File: src/rtl/shift_operand_fetch_if.sv
// Handshake, register-file and shifter-bundle signals of the shift operand fetch stage.
// The slave side is the stage itself; the master side is its surroundings.
interface shift_operand_fetch_if;
    logic        flush;
    logic        in_valid;
    logic        in_ready;
    logic [31:0] in_instr;
    logic [31:0] in_pc;
    logic        in_carry;
    logic        rf_re;
    logic [3:0]  rf_addr;
    logic [31:0] rf_rdata;
    logic        out_valid;
    logic        out_ready;
    logic [31:0] in_data;
    logic [31:0] shift_amt_reg;
    logic [4:0]  shift_amt_imm;
    logic [2:0]  shift_control;
    logic        carry_flag;
    logic        shift_enable;
    logic [31:0] out_instr;

    modport slave (
        input  flush, in_valid, in_instr, in_pc, in_carry, rf_rdata, out_ready,
        output in_ready, rf_re, rf_addr, out_valid, in_data, shift_amt_reg,
               shift_amt_imm, shift_control, carry_flag, shift_enable, out_instr
    );

    modport master (
        output flush, in_valid, in_instr, in_pc, in_carry, rf_rdata, out_ready,
        input  in_ready, rf_re, rf_addr, out_valid, in_data, shift_amt_reg,
               shift_amt_imm, shift_control, carry_flag, shift_enable, out_instr
    );
endinterface

File: src/rtl/shift_operand_fetch.sv
// Decode/operand-fetch stage feeding the barrel shifter: decodes operand 2, reads Rm/Rs
// through one synchronous register-file port and presents a registered shifter bundle.
module shift_operand_fetch #(
    parameter logic [31:0] PC_OFF_IMM = 32'd8,
    parameter logic [31:0] PC_OFF_REG = 32'd12
) (
    input  logic                  clk,
    input  logic                  reset_n,
    shift_operand_fetch_if.slave  bus
);
    localparam int unsigned DW  = 32;
    localparam int unsigned AW  = 4;
    localparam int unsigned IMW = 5;
    localparam int unsigned CW  = 3;
    localparam logic [AW-1:0] R15 = 4'hF;

    typedef enum logic [1:0] {IDLE, RD_RM, RD_RS, OUT} state_t;

    state_t          state;
    state_t          state_next;

    logic [DW-1:0]   instr_q;
    logic [DW-1:0]   pc_q;
    logic [DW-1:0]   in_data_q;
    logic [DW-1:0]   amt_reg_q;
    logic [IMW-1:0]  amt_imm_q;
    logic [CW-1:0]   ctrl_q;
    logic            carry_q;
    logic            out_valid_q;

    logic            in_ready_c;
    logic            accept_c;
    logic            rf_re_c;
    logic [AW-1:0]   rf_addr_c;
    logic [DW-1:0]   pc_imm_c;

    logic [DW-1:0]   dec_data;
    logic [DW-1:0]   dec_amt_reg;
    logic [IMW-1:0]  dec_amt_imm;
    logic [CW-1:0]   dec_ctrl;

    // Reset and flush both block a new accept in the cycle they are asserted.
    assign in_ready_c = (state == IDLE) && reset_n && !bus.flush;
    assign accept_c   = bus.in_valid && in_ready_c;
    assign pc_imm_c   = pc_q + PC_OFF_IMM;

    // Operand-2 decode of the instruction being offered; only used on accept.
    always_comb begin
        dec_data    = '0;
        dec_amt_reg = '0;
        dec_amt_imm = '0;
        dec_ctrl    = '0;
        if (bus.in_instr[25]) begin
            dec_data = {24'b0, bus.in_instr[7:0]};
            if (bus.in_instr[11:8] != 4'd0) begin
                dec_ctrl    = 3'b110;
                dec_amt_imm = {bus.in_instr[11:8], 1'b0};
            end
        end else if (bus.in_instr[4]) begin
            dec_ctrl = {bus.in_instr[6:5], 1'b1};
        end else begin
            dec_ctrl    = {bus.in_instr[6:5], 1'b0};
            dec_amt_imm = bus.in_instr[11:7];
            // LSR #0 / ASR #0 encode a shift by 32, expressed through the register form.
            if (bus.in_instr[11:7] == 5'd0) begin
                if (bus.in_instr[6:5] == 2'b01) begin
                    dec_ctrl    = 3'b011;
                    dec_amt_reg = DW'(32);
                end else if (bus.in_instr[6:5] == 2'b10) begin
                    dec_ctrl    = 3'b101;
                    dec_amt_reg = DW'(32);
                end
            end
        end
    end

    // Next state and register-file read strobe.
    always_comb begin
        state_next = state;
        rf_re_c    = 1'b0;
        rf_addr_c  = '0;
        case (state)
            IDLE: begin
                if (accept_c) begin
                    if (bus.in_instr[25]) begin
                        state_next = OUT;
                    end else begin
                        state_next = RD_RM;
                        if (bus.in_instr[3:0] != R15) begin
                            rf_re_c   = 1'b1;
                            rf_addr_c = bus.in_instr[3:0];
                        end
                    end
                end
            end
            RD_RM: begin
                if (instr_q[4]) begin
                    state_next = RD_RS;
                    if (instr_q[11:8] != R15) begin
                        rf_re_c   = 1'b1;
                        rf_addr_c = instr_q[11:8];
                    end
                end else begin
                    state_next = OUT;
                end
            end
            RD_RS: state_next = OUT;
            OUT: begin
                if (bus.out_ready) begin
                    state_next = IDLE;
                end
            end
            default: state_next = IDLE;
        endcase
        if (!reset_n || bus.flush) begin
            state_next = IDLE;
            rf_re_c    = 1'b0;
            rf_addr_c  = '0;
        end
    end

    // State register and operand bundle; flush drops the instruction but keeps data.
    always_ff @(posedge clk) begin
        if (!reset_n) begin
            state       <= IDLE;
            out_valid_q <= 1'b0;
            instr_q     <= '0;
            pc_q        <= '0;
            in_data_q   <= '0;
            amt_reg_q   <= '0;
            amt_imm_q   <= '0;
            ctrl_q      <= '0;
            carry_q     <= 1'b0;
        end else begin
            state       <= state_next;
            out_valid_q <= (state_next == OUT);
            case (state)
                IDLE: begin
                    if (accept_c) begin
                        instr_q   <= bus.in_instr;
                        pc_q      <= bus.in_pc;
                        carry_q   <= bus.in_carry;
                        in_data_q <= dec_data;
                        amt_reg_q <= dec_amt_reg;
                        amt_imm_q <= dec_amt_imm;
                        ctrl_q    <= dec_ctrl;
                    end
                end
                RD_RM: begin
                    if (instr_q[3:0] == R15) begin
                        in_data_q <= instr_q[4] ? (pc_q + PC_OFF_REG) : pc_imm_c;
                    end else begin
                        in_data_q <= bus.rf_rdata;
                    end
                end
                RD_RS: begin
                    // Only the bottom byte of Rs is a shift amount.
                    if (instr_q[11:8] == R15) begin
                        amt_reg_q <= {24'b0, pc_imm_c[7:0]};
                    end else begin
                        amt_reg_q <= {24'b0, bus.rf_rdata[7:0]};
                    end
                end
                default: ;
            endcase
        end
    end

    assign bus.in_ready      = in_ready_c;
    assign bus.rf_re         = rf_re_c;
    assign bus.rf_addr       = rf_addr_c;
    assign bus.out_valid     = out_valid_q;
    assign bus.in_data       = in_data_q;
    assign bus.shift_amt_reg = amt_reg_q;
    assign bus.shift_amt_imm = amt_imm_q;
    assign bus.shift_control = ctrl_q;
    assign bus.carry_flag    = carry_q;
    assign bus.out_instr     = instr_q;
    assign bus.shift_enable  = out_valid_q && bus.out_ready && !bus.flush && reset_n;
endmodule

File: src/flat_wrapper.sv
// flat-port wrapper written by rule: the top's interface ports become plain ports
module shift_operand_fetch_flat 
#(
    parameter logic [31:0] PC_OFF_IMM = 32'd8,
    parameter logic [31:0] PC_OFF_REG = 32'd12
)
  (clk, reset_n, bus_flush, bus_in_valid, bus_in_instr, bus_in_pc, bus_in_carry, bus_rf_rdata, bus_out_ready, bus_in_ready, bus_rf_re, bus_rf_addr, bus_out_valid, bus_in_data, bus_shift_amt_reg, bus_shift_amt_imm, bus_shift_control, bus_carry_flag, bus_shift_enable, bus_out_instr);
  shift_operand_fetch_if bus_i ();
  input  logic clk;
  input  logic reset_n;
  input wire logic [$bits(bus_i.flush)-1:0] bus_flush;
  input wire logic [$bits(bus_i.in_valid)-1:0] bus_in_valid;
  input wire logic [$bits(bus_i.in_instr)-1:0] bus_in_instr;
  input wire logic [$bits(bus_i.in_pc)-1:0] bus_in_pc;
  input wire logic [$bits(bus_i.in_carry)-1:0] bus_in_carry;
  input wire logic [$bits(bus_i.rf_rdata)-1:0] bus_rf_rdata;
  input wire logic [$bits(bus_i.out_ready)-1:0] bus_out_ready;
  output wire logic [$bits(bus_i.in_ready)-1:0] bus_in_ready;
  output wire logic [$bits(bus_i.rf_re)-1:0] bus_rf_re;
  output wire logic [$bits(bus_i.rf_addr)-1:0] bus_rf_addr;
  output wire logic [$bits(bus_i.out_valid)-1:0] bus_out_valid;
  output wire logic [$bits(bus_i.in_data)-1:0] bus_in_data;
  output wire logic [$bits(bus_i.shift_amt_reg)-1:0] bus_shift_amt_reg;
  output wire logic [$bits(bus_i.shift_amt_imm)-1:0] bus_shift_amt_imm;
  output wire logic [$bits(bus_i.shift_control)-1:0] bus_shift_control;
  output wire logic [$bits(bus_i.carry_flag)-1:0] bus_carry_flag;
  output wire logic [$bits(bus_i.shift_enable)-1:0] bus_shift_enable;
  output wire logic [$bits(bus_i.out_instr)-1:0] bus_out_instr;
  assign bus_i.flush = bus_flush;
  assign bus_i.in_valid = bus_in_valid;
  assign bus_i.in_instr = bus_in_instr;
  assign bus_i.in_pc = bus_in_pc;
  assign bus_i.in_carry = bus_in_carry;
  assign bus_i.rf_rdata = bus_rf_rdata;
  assign bus_i.out_ready = bus_out_ready;
  assign bus_in_ready = bus_i.in_ready;
  assign bus_rf_re = bus_i.rf_re;
  assign bus_rf_addr = bus_i.rf_addr;
  assign bus_out_valid = bus_i.out_valid;
  assign bus_in_data = bus_i.in_data;
  assign bus_shift_amt_reg = bus_i.shift_amt_reg;
  assign bus_shift_amt_imm = bus_i.shift_amt_imm;
  assign bus_shift_control = bus_i.shift_control;
  assign bus_carry_flag = bus_i.carry_flag;
  assign bus_shift_enable = bus_i.shift_enable;
  assign bus_out_instr = bus_i.out_instr;
  shift_operand_fetch #(.PC_OFF_IMM(PC_OFF_IMM), .PC_OFF_REG(PC_OFF_REG)) u_core (.clk(clk), .reset_n(reset_n), .bus(bus_i));
endmodule
File: config.mk
export PLATFORM = sky130hd
export DESIGN_NAME = shift_operand_fetch_flat
export DESIGN_NICKNAME = d
export VERILOG_FILES = /design/src/rtl/shift_operand_fetch_if.sv /design/src/rtl/shift_operand_fetch.sv /design/src/flat_wrapper.sv
export SDC_FILE = /design/constraint.sdc
export NUM_CORES = 1
export LEC_CHECK = 0
export ABC_AREA = 1
export BUFFER_PORTS_ARGS = -buffer_cell sky130_fd_sc_hd__buf_4
export CORE_ASPECT_RATIO = 2
export CORE_MARGIN = 3
export CORE_UTILIZATION = 50
export DETAILED_ROUTE_END_ITERATION = 16
export PLACE_DENSITY = 0.81
export SETUP_SLACK_MARGIN = 0.5
export SYNTH_ARGS = -nofsm -noshare
export SYNTH_HDL_FRONTEND = slang
export SYNTH_SLANG_ARGS = --single-unit
File: constraint.sdc
create_clock -name clk -period 2.2 [get_ports clk]
set_clock_uncertainty 0.2 [all_clocks]
set_input_delay 0.11 -clock clk [delete_from_list [all_inputs] [get_ports clk]]
set_output_delay 0.11 -clock clk [all_outputs]
set_load 0.05 [all_outputs]
==> results of run 1 <==
metrics by stage:
stage / util / area [µm²] / hold WS, ns / cells / setup WS [ns]
after floorplan: - / 6000 / 0.0463 / 885 / 0.427
after global placement: 0.651 / 7340 / 0.162 / 1166 / 0.291
after detailed placement: 0.651 / 7340 / 0.172 / 1166 / 0.230
after CTS: 0.847 / 9560 / 0.0156 / 1325 / 0.105
metal layers:
metal  GRT usage  overflow
met1       0.721         1
met2       0.912        28
met3       0.573         3
met4       0.803        25
met5       0.167         0
logic make-up after synthesis:
logic type | after synthesis | synth area share
compound gates | 200 | 0.181
xor+xnor | 11 | 0.0167
fa+ha+maj | 6 | 0.0130
buf+inv | 135 | 0.107
flops | 116 | 0.401
other cells | 1 | 0.000648
simple gates | 393 | 0.280
timing repair:
action                     in CTS
setup endpoints to repair      90
resized for setup              94
pin swaps                      21
setup buffers                  23
hold buffers                   98
gates cloned                    6
hold endpoints to repair      114
==> qor.txt, run 1 <==
Outcome: stopped before the end
Last step reached: 5_1_grt
Err: [ERROR GRT-0232] Routing congestion too high. Check the congestion heatmap in the GUI.
Distinct cells, synth: 30
Post-synthesis sequential area ratio: 0.401
Post-synth top area share: 0.401
GRT Total Usage: 0.745
TritonCTS buffer count: 17
Post-detail-place hpwl: 14,000 µm
Clk sinks: 116
Register bit total from synthesis: 116
Starting density of the core: 0.513
Cell taking the most area after synthesis: dfxtp_1
Clk root buf: clkbuf_16
Grt ovf: 57
Clk buf depth: 2
Die Width: 82.1 µm
Placer Congestion: 0.982
Synth async-reset ratio: 0
YS warnings: 0
DIE HEIGHT: 158 µm
Category of the worst endpoint: top-level output
Count leader, synth: nand2_1
Ports: 215
Cell Area, Synth: 5790 µm²
Mapped Cells: 862
Number of buffers added on ports: 190
Rows: 55
Largest net degree at the start of global routing: 79
Worst_ep grt: bus_rf_addr[0]
Number of flops mapped to enable cells by yosys: 0
Avg Cell Area, Syn: 6.71 µm²
CTS H-tree lvls: 4
Dominant cells by area after synthesis: dfxtp_1, nand2_1, a21oi_1
Most instantiated cells after synthesis: nand2_1, a21oi_1, dfxtp_1
Predominant post-synthesis flop cell: dfxtp_1
==> run 2, diff against run 1 <==
- CORE_ASPECT_RATIO: 2 -> default
- CORE_UTILIZATION: 50 -> 40
- PLACE_DENSITY: 0.81 -> default
- PLACE_DENSITY_LB_ADDON: default -> 0.15
- SETUP_SLACK_MARGIN: 0.5 -> default
==> run 2 against run 1 <==
Against the previous run: the flow now finishes without violations; synthesized cell count did not move; area after synthesis did not move.
==> qor.txt, run 2 <==
Number of flops mapped to enable cells by yosys: 0
Vias in the first global route: 6,558
Setup TNS: 0 ns
Final setup fails: 0
Cell Area, Synth: 5790 µm²
Final hold viol count: 0
Filler cells: 1,249
Initial antenna violation count: 0
Starting DRT DRC Count: 327
Distinct cells, synth: 30
Clk buf depth: 2
Clk slew on worst S/H paths: 0.05 ns
Ports: 215
CTS H-tree lvls: 4
Register bit total from synthesis: 116
First-pass GRT wire length: 32,000 µm
CP arrival: 1.83 ns
Fin crit period: 2.14 ns
Largest net degree at the start of global routing: 79
Core footprint: 14,000 µm²
Max_cap viols: 0
Fmax: 0.468 GHz
Synthesis-to-finish area growth: 56.4%
Pwr dens: 659 nW/µm²
Outcome: finished clean
Dominant cells by area after synthesis: dfxtp_1, nand2_1, a21oi_1
Placer Congestion: 0.901
GRT Total Usage: 0.247
Worst Hold Class: primary input to flip-flop
Post-detail-place hpwl: 13,300 µm
Period utilisation layout: 0.971
Count leader, synth: nand2_1
Most instantiated cells after synthesis: nand2_1, a21oi_1, dfxtp_1
Measured slew at the worst slew-check pin: 0.880 ns
FF/Latch Area: 2330 µm²
Nets: 1,265
Die Width: 126 µm
Predominant post-synthesis flop cell: dfxtp_1
Clk sinks: 116
Vias: 6,584
Final ANT Viol Nets: 0
Post-synth top area share: 0.401
Starting density of the core: 0.414
RSZ-0062 raised after global routing: true
Final WL: 19,900 µm
Slew headroom: 0.413
Worst vdd ir: 0.441 mV
Max-slew violation count: 0
Hold WS: 0.0566 ns
Setup Crit Path Kind: flip-flop to output port
Avg Cell Area, Syn: 6.71 µm²
Grt ovf: 0
First-pass iteration count of the detailed router: 5
Setup crit end kind: output port
Clock latency on the worst-skew pair: 0.41 ns
Crit Path Max Fanout: 5
Leak: 3.82 nW
Area of the multi-input gates: 2980 µm²
Commonest non-fill, non-tap cell in the layout: nand2_1
DRC viols: 0
YS warnings: 0
Final core utilization: 0.647
Clk root buf: clkbuf_16
Synth async-reset ratio: 0
Commonest cells after routing, fill and taps aside: nand2_1, buf_4, a21oi_1, dfxtp_1, dlygate4sd3_1
Cell taking the most area after synthesis: dfxtp_1
Ant. Diodes: 0
TritonCTS buffer count: 17
Mapped Cells: 862
Total power: 5.97 mW
Number of buffers added on ports: 190
CTS tree: yes
Routed len/inst: 14.8 µm
Routed vias/inst: 4.89
Post-synthesis sequential area ratio: 0.401
Rows: 43
Share of cells above drive strength 1: 0.235
Crit start category: flip-flop
DIE AREA: 15,900 µm²
DIE HEIGHT: 126 µm
CP required: 1.89 ns
## run 2: metal layers
layer,track usage,routed length [µm]
met4,0.0890,452
met5,0,0
met1,0.294,8450
met3,0.0649,1290
met2,0.429,9740
## run 2: cell type report
type | instances | share of cell area
multi-input combinational | 634 | 0.329
timing repair buffer | 318 | 0.296
sequential | 116 | 0.257
clock buffer | 24 | 0.0543
inverter | 70 | 0.0293
tap | 180 | 0.0249
clock inverter | 5 | 0.00830
## run 2: what timing repair did
action                                 4_1_cts  5_1_grt
setup buffers                                1        4
resized for setup                            6       17
hold buffers                               101        0
pin swaps                                    2        8
endpoints found under the hold margin      116        0
setup endpoints to repair                    5       17
## run 2: path summary, 6_finish.rpt
kind	startpoint	depth (start not counted)	slack, ns	to
max	u_core.state[1]$_SDFF_PN0_	9	0.06	bus_rf_re
min reg2reg	u_core.bus.shift_amt_reg[1]$_SDFFE_PN0P_	2	0.26	u_core.bus.shift_amt_reg[1]$_SDFFE_PN0P_
max reg2reg	u_core.pc_q[2]$_SDFFE_PN0P_	12	0.23	u_core.bus.in_data[14]$_SDFFE_PN0P_
min	reset_n	4	0.06	u_core.bus.in_data[4]$_SDFFE_PN0P_
## run 2: worst max-delay path: stages (launching register included)
cell,delay (ns)
dfxtp_2,0.34
inv_4,0.08
nand2_4,0.06
nor3_4,0.22
nand2_2,0.11
nor2_4,0.17
buf_4,0.13
nor2_1,0.04
nor2_2,0.10
buf_6,0.17
## run 2: cell families after synthesis
logic type | Yosys count | synth area share
compound gates | 200 | 0.181
xor+xnor | 11 | 0.0167
fa+ha+maj | 6 | 0.0130
buf+inv | 135 | 0.107
flops | 116 | 0.401
other cells | 1 | 0.000648
simple gates | 393 | 0.280
## run 2: report_power, final
group | leakage [nW] | switching, mW | internal (mW)
logic | 2.60 | 0.603 | 0.412
registers | 0.945 | 0.0679 | 2.19
clock network | 0.282 | 0.935 | 1.76
total | 3.82 | 1.61 | 4.36
## run 2: per-stage QoR
step	std cells	setup slack (ns)	instance area (µm²)
3_3_place_gp	1213	0.162	7380
3_5_place_dp	1213	0.123	7380
5_1_grt	1347	-0.0301	9050
6_report	1347	0.0632	9050
4_1_cts	1344	0.00620	8990
2_1_floorplan	885	0.0756	5880
(Power assumes the default switching activity.)
==> run 3, diff against run 2 <==
- CORE_MARGIN: 3 -> 2
- MAX_ROUTING_LAYER: default -> met4
==> run 3 against run 2 <==
Against the previous run: critical path depth decreased by 3; highest routed layer unchanged; worst hold slack worse by 0.0096 ns; design area is 0.28% lower; register-to-register slack got worse by 0.02 ns; clock power decreased by 2%; largest power group unchanged; worst setup slack improved by 0.0071 ns; sequential cell count unchanged; fmax up 0.33%.
==> qor.txt, run 3 (same netlist as run 2, synthesis figures left out) <==
WP buf/inv: 3
First-pass iteration count of the detailed router: 5
Fmax: 0.470 GHz
Setup Crit Path Kind: flip-flop to output port
Vias in the first global route: 6,496
DIE HEIGHT: 124 µm
Initial antenna violation count: 0
Commonest cells after routing, fill and taps aside: nand2_1, buf_4, a21oi_1, dfxtp_1, dlygate4sd3_1
Worst Hold Path Cells: 4
Min-Delay Endpoint: u_core.bus.in_data[4]$_SDFFE_PN0P_
Final setup margin: 0.0703 ns
Slack of the worst reg-to-reg path: 0.21 ns
Routed vias/inst: 4.88
Starting density of the core: 0.414
Final core utilization: 0.645
Largest net degree at the start of global routing: 79
CP required: 1.89 ns
CTS H-tree lvls: 4
Clock share of power: 0.447
Outcome: finished clean
Logic gate share of total power: 0.172
Final setup fails: 0
Fin crit period: 2.13 ns
Filler cells: 1,264
DRC viols: 0
Met2 usage: 0.427
Reg2reg start: u_core.pc_q[3]$_SDFFE_PN0P_
Ports: 215
Worst-path cell chain: buf_6 > clkinvlp_4 > nor3_4 > a22oi_1 > nor2_2 > buf_6
Worst Hold Class: primary input to flip-flop
Synthesis-to-finish area growth: 56.0%
GR peak layer: met2
Post-detail-place hpwl: 13,000 µm
Share of cells above drive strength 1: 0.235
Nets: 1,261
Clk sinks: 116
Sw Ratio: 0.271
Flop pwr share: 0.381
Max_cap viols: 0
Critical path's most frequent cell: buf_6
Clk root buf: clkbuf_16
Setup TNS: 0 ns
CP arrival: 1.82 ns
Clock latency on the worst-skew pair: 0.41 ns
R2r endpoint: u_core.bus.in_data[29]$_SDFFE_PN0P_
Ant. Diodes: 0
Hold_sp: reset_n
Clk slew on worst S/H paths: 0.05 ns
GRT met3 Usage: 0.0670
Vias: 6,555
Psw: 1.61 mW
Commonest non-fill, non-tap cell in the layout: nand2_1
Measured slew at the worst slew-check pin: 0.877 ns
Crit start category: flip-flop
Period utilisation layout: 0.968
CP max stage delay: 0.36 ns
Grt ovf: 0
CTS tree: yes
Number of buffers added on ports: 190
Starting DRT DRC Count: 305
Placer Congestion: 0.910
Internal power: 4.31 mW
Rows: 43
Setup crit end kind: output port
Clk buf depth: 2
Critical-path top delay cell: dfxtp_2
Final non-filler cell total: 1,344
Die Width: 124 µm
Max-slew violation count: 0
TritonCTS buffer count: 17
Final WL: 19,700 µm
Routed len/inst: 14.7 µm
Core footprint: 14,000 µm²
Worst Reg-to-Reg Cells: 11
Worst slack at placement: 0.149 ns
Top Family by Delay on Critical Path: buffers and inverters
First-pass GRT wire length: 31,700 µm
Leak: 3.80 nW
Final ANT Viol Nets: 0
Final hold viol count: 0
Pwr dens: 656 nW/µm²
Placed Cells: 1,210
Crit Path Max Fanout: 5
Met1 Usage GRT: 0.307
Worst vdd ir: 0.518 mV
DIE AREA: 15,400 µm²
Slew headroom: 0.416
RSZ-0062 raised after global routing: true
GRT Total Usage: 0.258
==> run 3: worst reg2reg max path: cells and delay by family (launching register included) <==
kind | cells | cell delay, ns
AOI/OAI and AO/OA | 1 | 0.06
buffers and inverters | 1 | 0.13
adders and majority gates | 1 | 0.16
and+or+nand+nor | 8 | 0.97
DFF | 1 | 0.34
==> run 3: stage by stage <==
step | hold WS [ns] | cell area, µm² | total power [mW]
5_1_grt | 0.0618 | 9020 | 6.12
6_report | 0.0470 | 9020 | 5.92
3_3_place_gp | 0.161 | 7370 | 3.15
2_1_floorplan | 0.0538 | 5880 | 2.85
4_1_cts | 0.0322 | 8970 | 5.93
3_5_place_dp | 0.172 | 7370 | 3.15
==> run 3: how the worst max path moves through the flow <==
stage | startpoint | to | depth (start not counted) | slack (ns)
global route | u_core.bus.out_instr[4]$_SDFFE_PN0P_ | bus_rf_addr[1] | 6 | -0.01
CTS | u_core.state[0]$_SDFF_PN0_ | bus_rf_addr[3] | 7 | 0.01
global placement | u_core.pc_q[2]$_SDFFE_PN0P_ | u_core.bus.in_data[20]$_SDFFE_PN0P_ | 10 | 0.18
finish | u_core.bus.out_instr[4]$_SDFFE_PN0P_ | bus_rf_addr[2] | 6 | 0.07
detailed placement | u_core.pc_q[4]$_SDFFE_PN0P_ | u_core.bus.in_data[31]$_SDFFE_PN0P_ | 11 | 0.15
floorplan | u_core.bus.out_instr[4]$_SDFFE_PN0P_ | bus_rf_addr[1] | 4 | 0.08
==> run 3: power groups by stage <==
stage	logic, mW	registers, mW	clock network, mW
finish	1.02	2.25	2.65
global route	1.09	2.26	2.77
CTS	1.00	2.25	2.68
detailed placement	0.855	2.29	0
global placement	0.853	2.29	0
floorplan	0.391	2.46	0
==> run 3: routing by layer <==
layer  part of all wire  up-vias
met3              0.061       33
met4              0.023        0
met2               0.48      231
met5                  0        -
li1                   -     3341
met1               0.43     2950
==> run 3: final cells by class <==
type                    instances  area [µm²]  share of cell area
multi-input cells             634        2980               0.330
repair buffers                314        2660               0.295
flip-flops and latches        116        2330               0.258
clock buffers                  26         519              0.0575
inverters                      70         269              0.0298
well taps                     180         225              0.0250
clock inverters                 4        45.0             0.00499
==> run 3: what timing repair did <==
action                     4_1_cts  5_1_grt
pin swaps                        5        4
setup endpoints to repair        5       17
hold endpoints to repair       116        0
gates resized for setup          8       14
buffers inserted                 2        3
hold buffers                    99        0
==> run 4, diff against run 3 <==
- PLACE_DENSITY: default -> 0.67
- PLACE_DENSITY_LB_ADDON: 0.15 -> default
- clock period: 2.2 -> 2.6 ns (I/O delays scaled with it)
==> run 4 against run 3 <==
Against the previous run: total power fell by 10%; critical path depth rose by 1; clock-buffer cell count fell by 4; critical path type unchanged; sequential cell count did not move.
==> qor.txt, run 4 (same netlist as run 2, synthesis figures left out) <==
Number of buffers added on ports: 190
Largest net degree at the start of global routing: 79
CP Depth: 7
Worst Hold Class: primary input to flip-flop
Slew headroom: 0.419
Commonest non-fill, non-tap cell in the layout: nand2_1
Final setup fails: 0
Clk root buf: clkbuf_16
TritonCTS buffer count: 17
Slack of the worst reg-to-reg path: 0.40 ns
CP max stage delay: 0.39 ns
Final ANT Viol Nets: 0
Core footprint: 14,000 µm²
Outcome: finished clean
Grt ovf: 0
Crit Path Max Fanout: 8
DIE AREA: 15,400 µm²
Measured slew at the worst slew-check pin: 0.871 ns
Vias: 6,619
Worst slack at placement: 0.431 ns
Die Width: 124 µm
Setup Crit Path Kind: flip-flop to output port
Initial antenna violation count: 0
Filler cells: 1,217
CP required: 2.27 ns
Final WL: 19,900 µm
Area of the multi-input gates: 2950 µm²
Routed vias/inst: 4.97
Critical-path top delay cell: dfxtp_2
Post-detail-place hpwl: 13,100 µm
GRT Total Usage: 0.261
First-pass iteration count of the detailed router: 5
First-pass GRT wire length: 31,800 µm
Clk slew on worst S/H paths: 0.05 ns
Crit start category: flip-flop
WP buf/inv: 3
Setup TNS: 0 ns
Routed len/inst: 14.9 µm
Final core utilization: 0.637
CP arrival: 2.10 ns
Top Family by Delay on Critical Path: simple AND/OR/NAND/NOR gates
Rows: 43
DRC viols: 0
DIE HEIGHT: 124 µm
Vias in the first global route: 6,459
Fmax: 0.412 GHz
Clock latency on the worst-skew pair: 0.42 ns
Worst vdd ir: 0.525 mV
Worst Reg-to-Reg Cells: 12
Fin crit period: 2.43 ns
FF/Latch Area: 2320 µm²
Period utilisation layout: 0.934
Clk buf depth: 2
Pwr dens: 597 nW/µm²
Starting DRT DRC Count: 477
Setup crit end kind: output port
Starting density of the core: 0.414
Worst Hold Path Cells: 5
Ant. Diodes: 0
CTS tree: yes
RSZ-0062 raised after global routing: false
CTS H-tree lvls: 4
Ports: 215
Nets: 1,248
Synthesis-to-finish area growth: 54.1%
Max-slew violation count: 0
Final hold viol count: 0
Leak: 3.75 nW
Clk sinks: 116
Total power: 5.32 mW
Placer Congestion: 0.925
Share of cells above drive strength 1: 0.214
Worst-path cell chain: inv_2 > nor2_4 > clkinv_1 > nor3_4 > a22oi_1 > nor2_1 > buf_4
Commonest cells after routing, fill and taps aside: nand2_1, buf_4, a21oi_1, dfxtp_1, dlygate4sd3_1
Max_cap viols: 0
Final setup margin: 0.171 ns
==> run 4: changes by cell type in the layout (fill, tap and decap cells not counted), moves of 3 or more <==
| cell | delta |
|---|---|
| buf_6 | -5 |
| dfxtp_1 | +4 |
| clkbuf_8 | -4 |
| bufinv_16 | +4 |
| buf_4 | -5 |
| inv_1 | +3 |
| nor2_1 | +5 |
| dfxtp_2 | -4 |
| nor2_2 | -3 |
==> run 4: power by group <==
| part | switching, mW | internal (mW) |
|---|---|---|
| clock network | 0.828 | 1.74 |
| registers | 0.0585 | 1.85 |
| logic | 0.509 | 0.335 |
==> run 4: tightest hold or removal path: stages <==
cell     delay (ns)
buf_4          0.08
nor2_1         0.04
nor2_1         0.11
nand2_1        0.12
a21oi_1        0.14
==> run 4: cell type report <==
type / count / area share
clock buffer: 22 / 0.0521
clock inverter: 9 / 0.0198
inverter: 70 / 0.0295
multi-input combinational: 634 / 0.330
sequential: 116 / 0.261
tap: 180 / 0.0253
timing repair buffer: 301 / 0.282
==> run 4: final timing paths <==
path / startpoint / end
setup / recovery: u_core.state[0]$_SDFF_PN0_ / bus_rf_addr[1]
hold / removal: bus_rf_rdata[24] / u_core.bus.in_data[24]$_SDFFE_PN0P_
setup reg to reg: u_core.pc_q[2]$_SDFFE_PN0P_ / u_core.bus.in_data[16]$_SDFFE_PN0P_
hold reg to reg: u_core.bus.shift_amt_reg[1]$_SDFFE_PN0P_ / u_core.bus.shift_amt_reg[1]$_SDFFE_PN0P_
==> run 4: per-stage QoR <==
step / std cells / hold WS [ns] / area, µm²
3_3_place_gp: 1203 / 0.181 / 7280
6_report: 1332 / 0.0365 / 8910
2_1_floorplan: 885 / 0.0738 / 5870
4_1_cts: 1332 / 0.0249 / 8900
5_1_grt: 1332 / 0.0545 / 8910
3_5_place_dp: 1203 / 0.188 / 7280
==> run 4: timing repair <==
item | 4_1_cts | 5_1_grt
hold buffers | 98 | 0
resized for setup | 0 | 3
endpoints found under the setup margin | 0 | 4
endpoints found under the hold margin | 115 | 0
buffers inserted | 0 | 0
==> run 4: routing by layer <==
metal / wire, µm / GRT usage / share of wire
met4: 342 / 0.0760 / 0.017
met1: 8390 / 0.304 / 0.42
met5: 0 / - / 0
met2: 9770 / 0.437 / 0.49
met3: 1380 / 0.0747 / 0.069
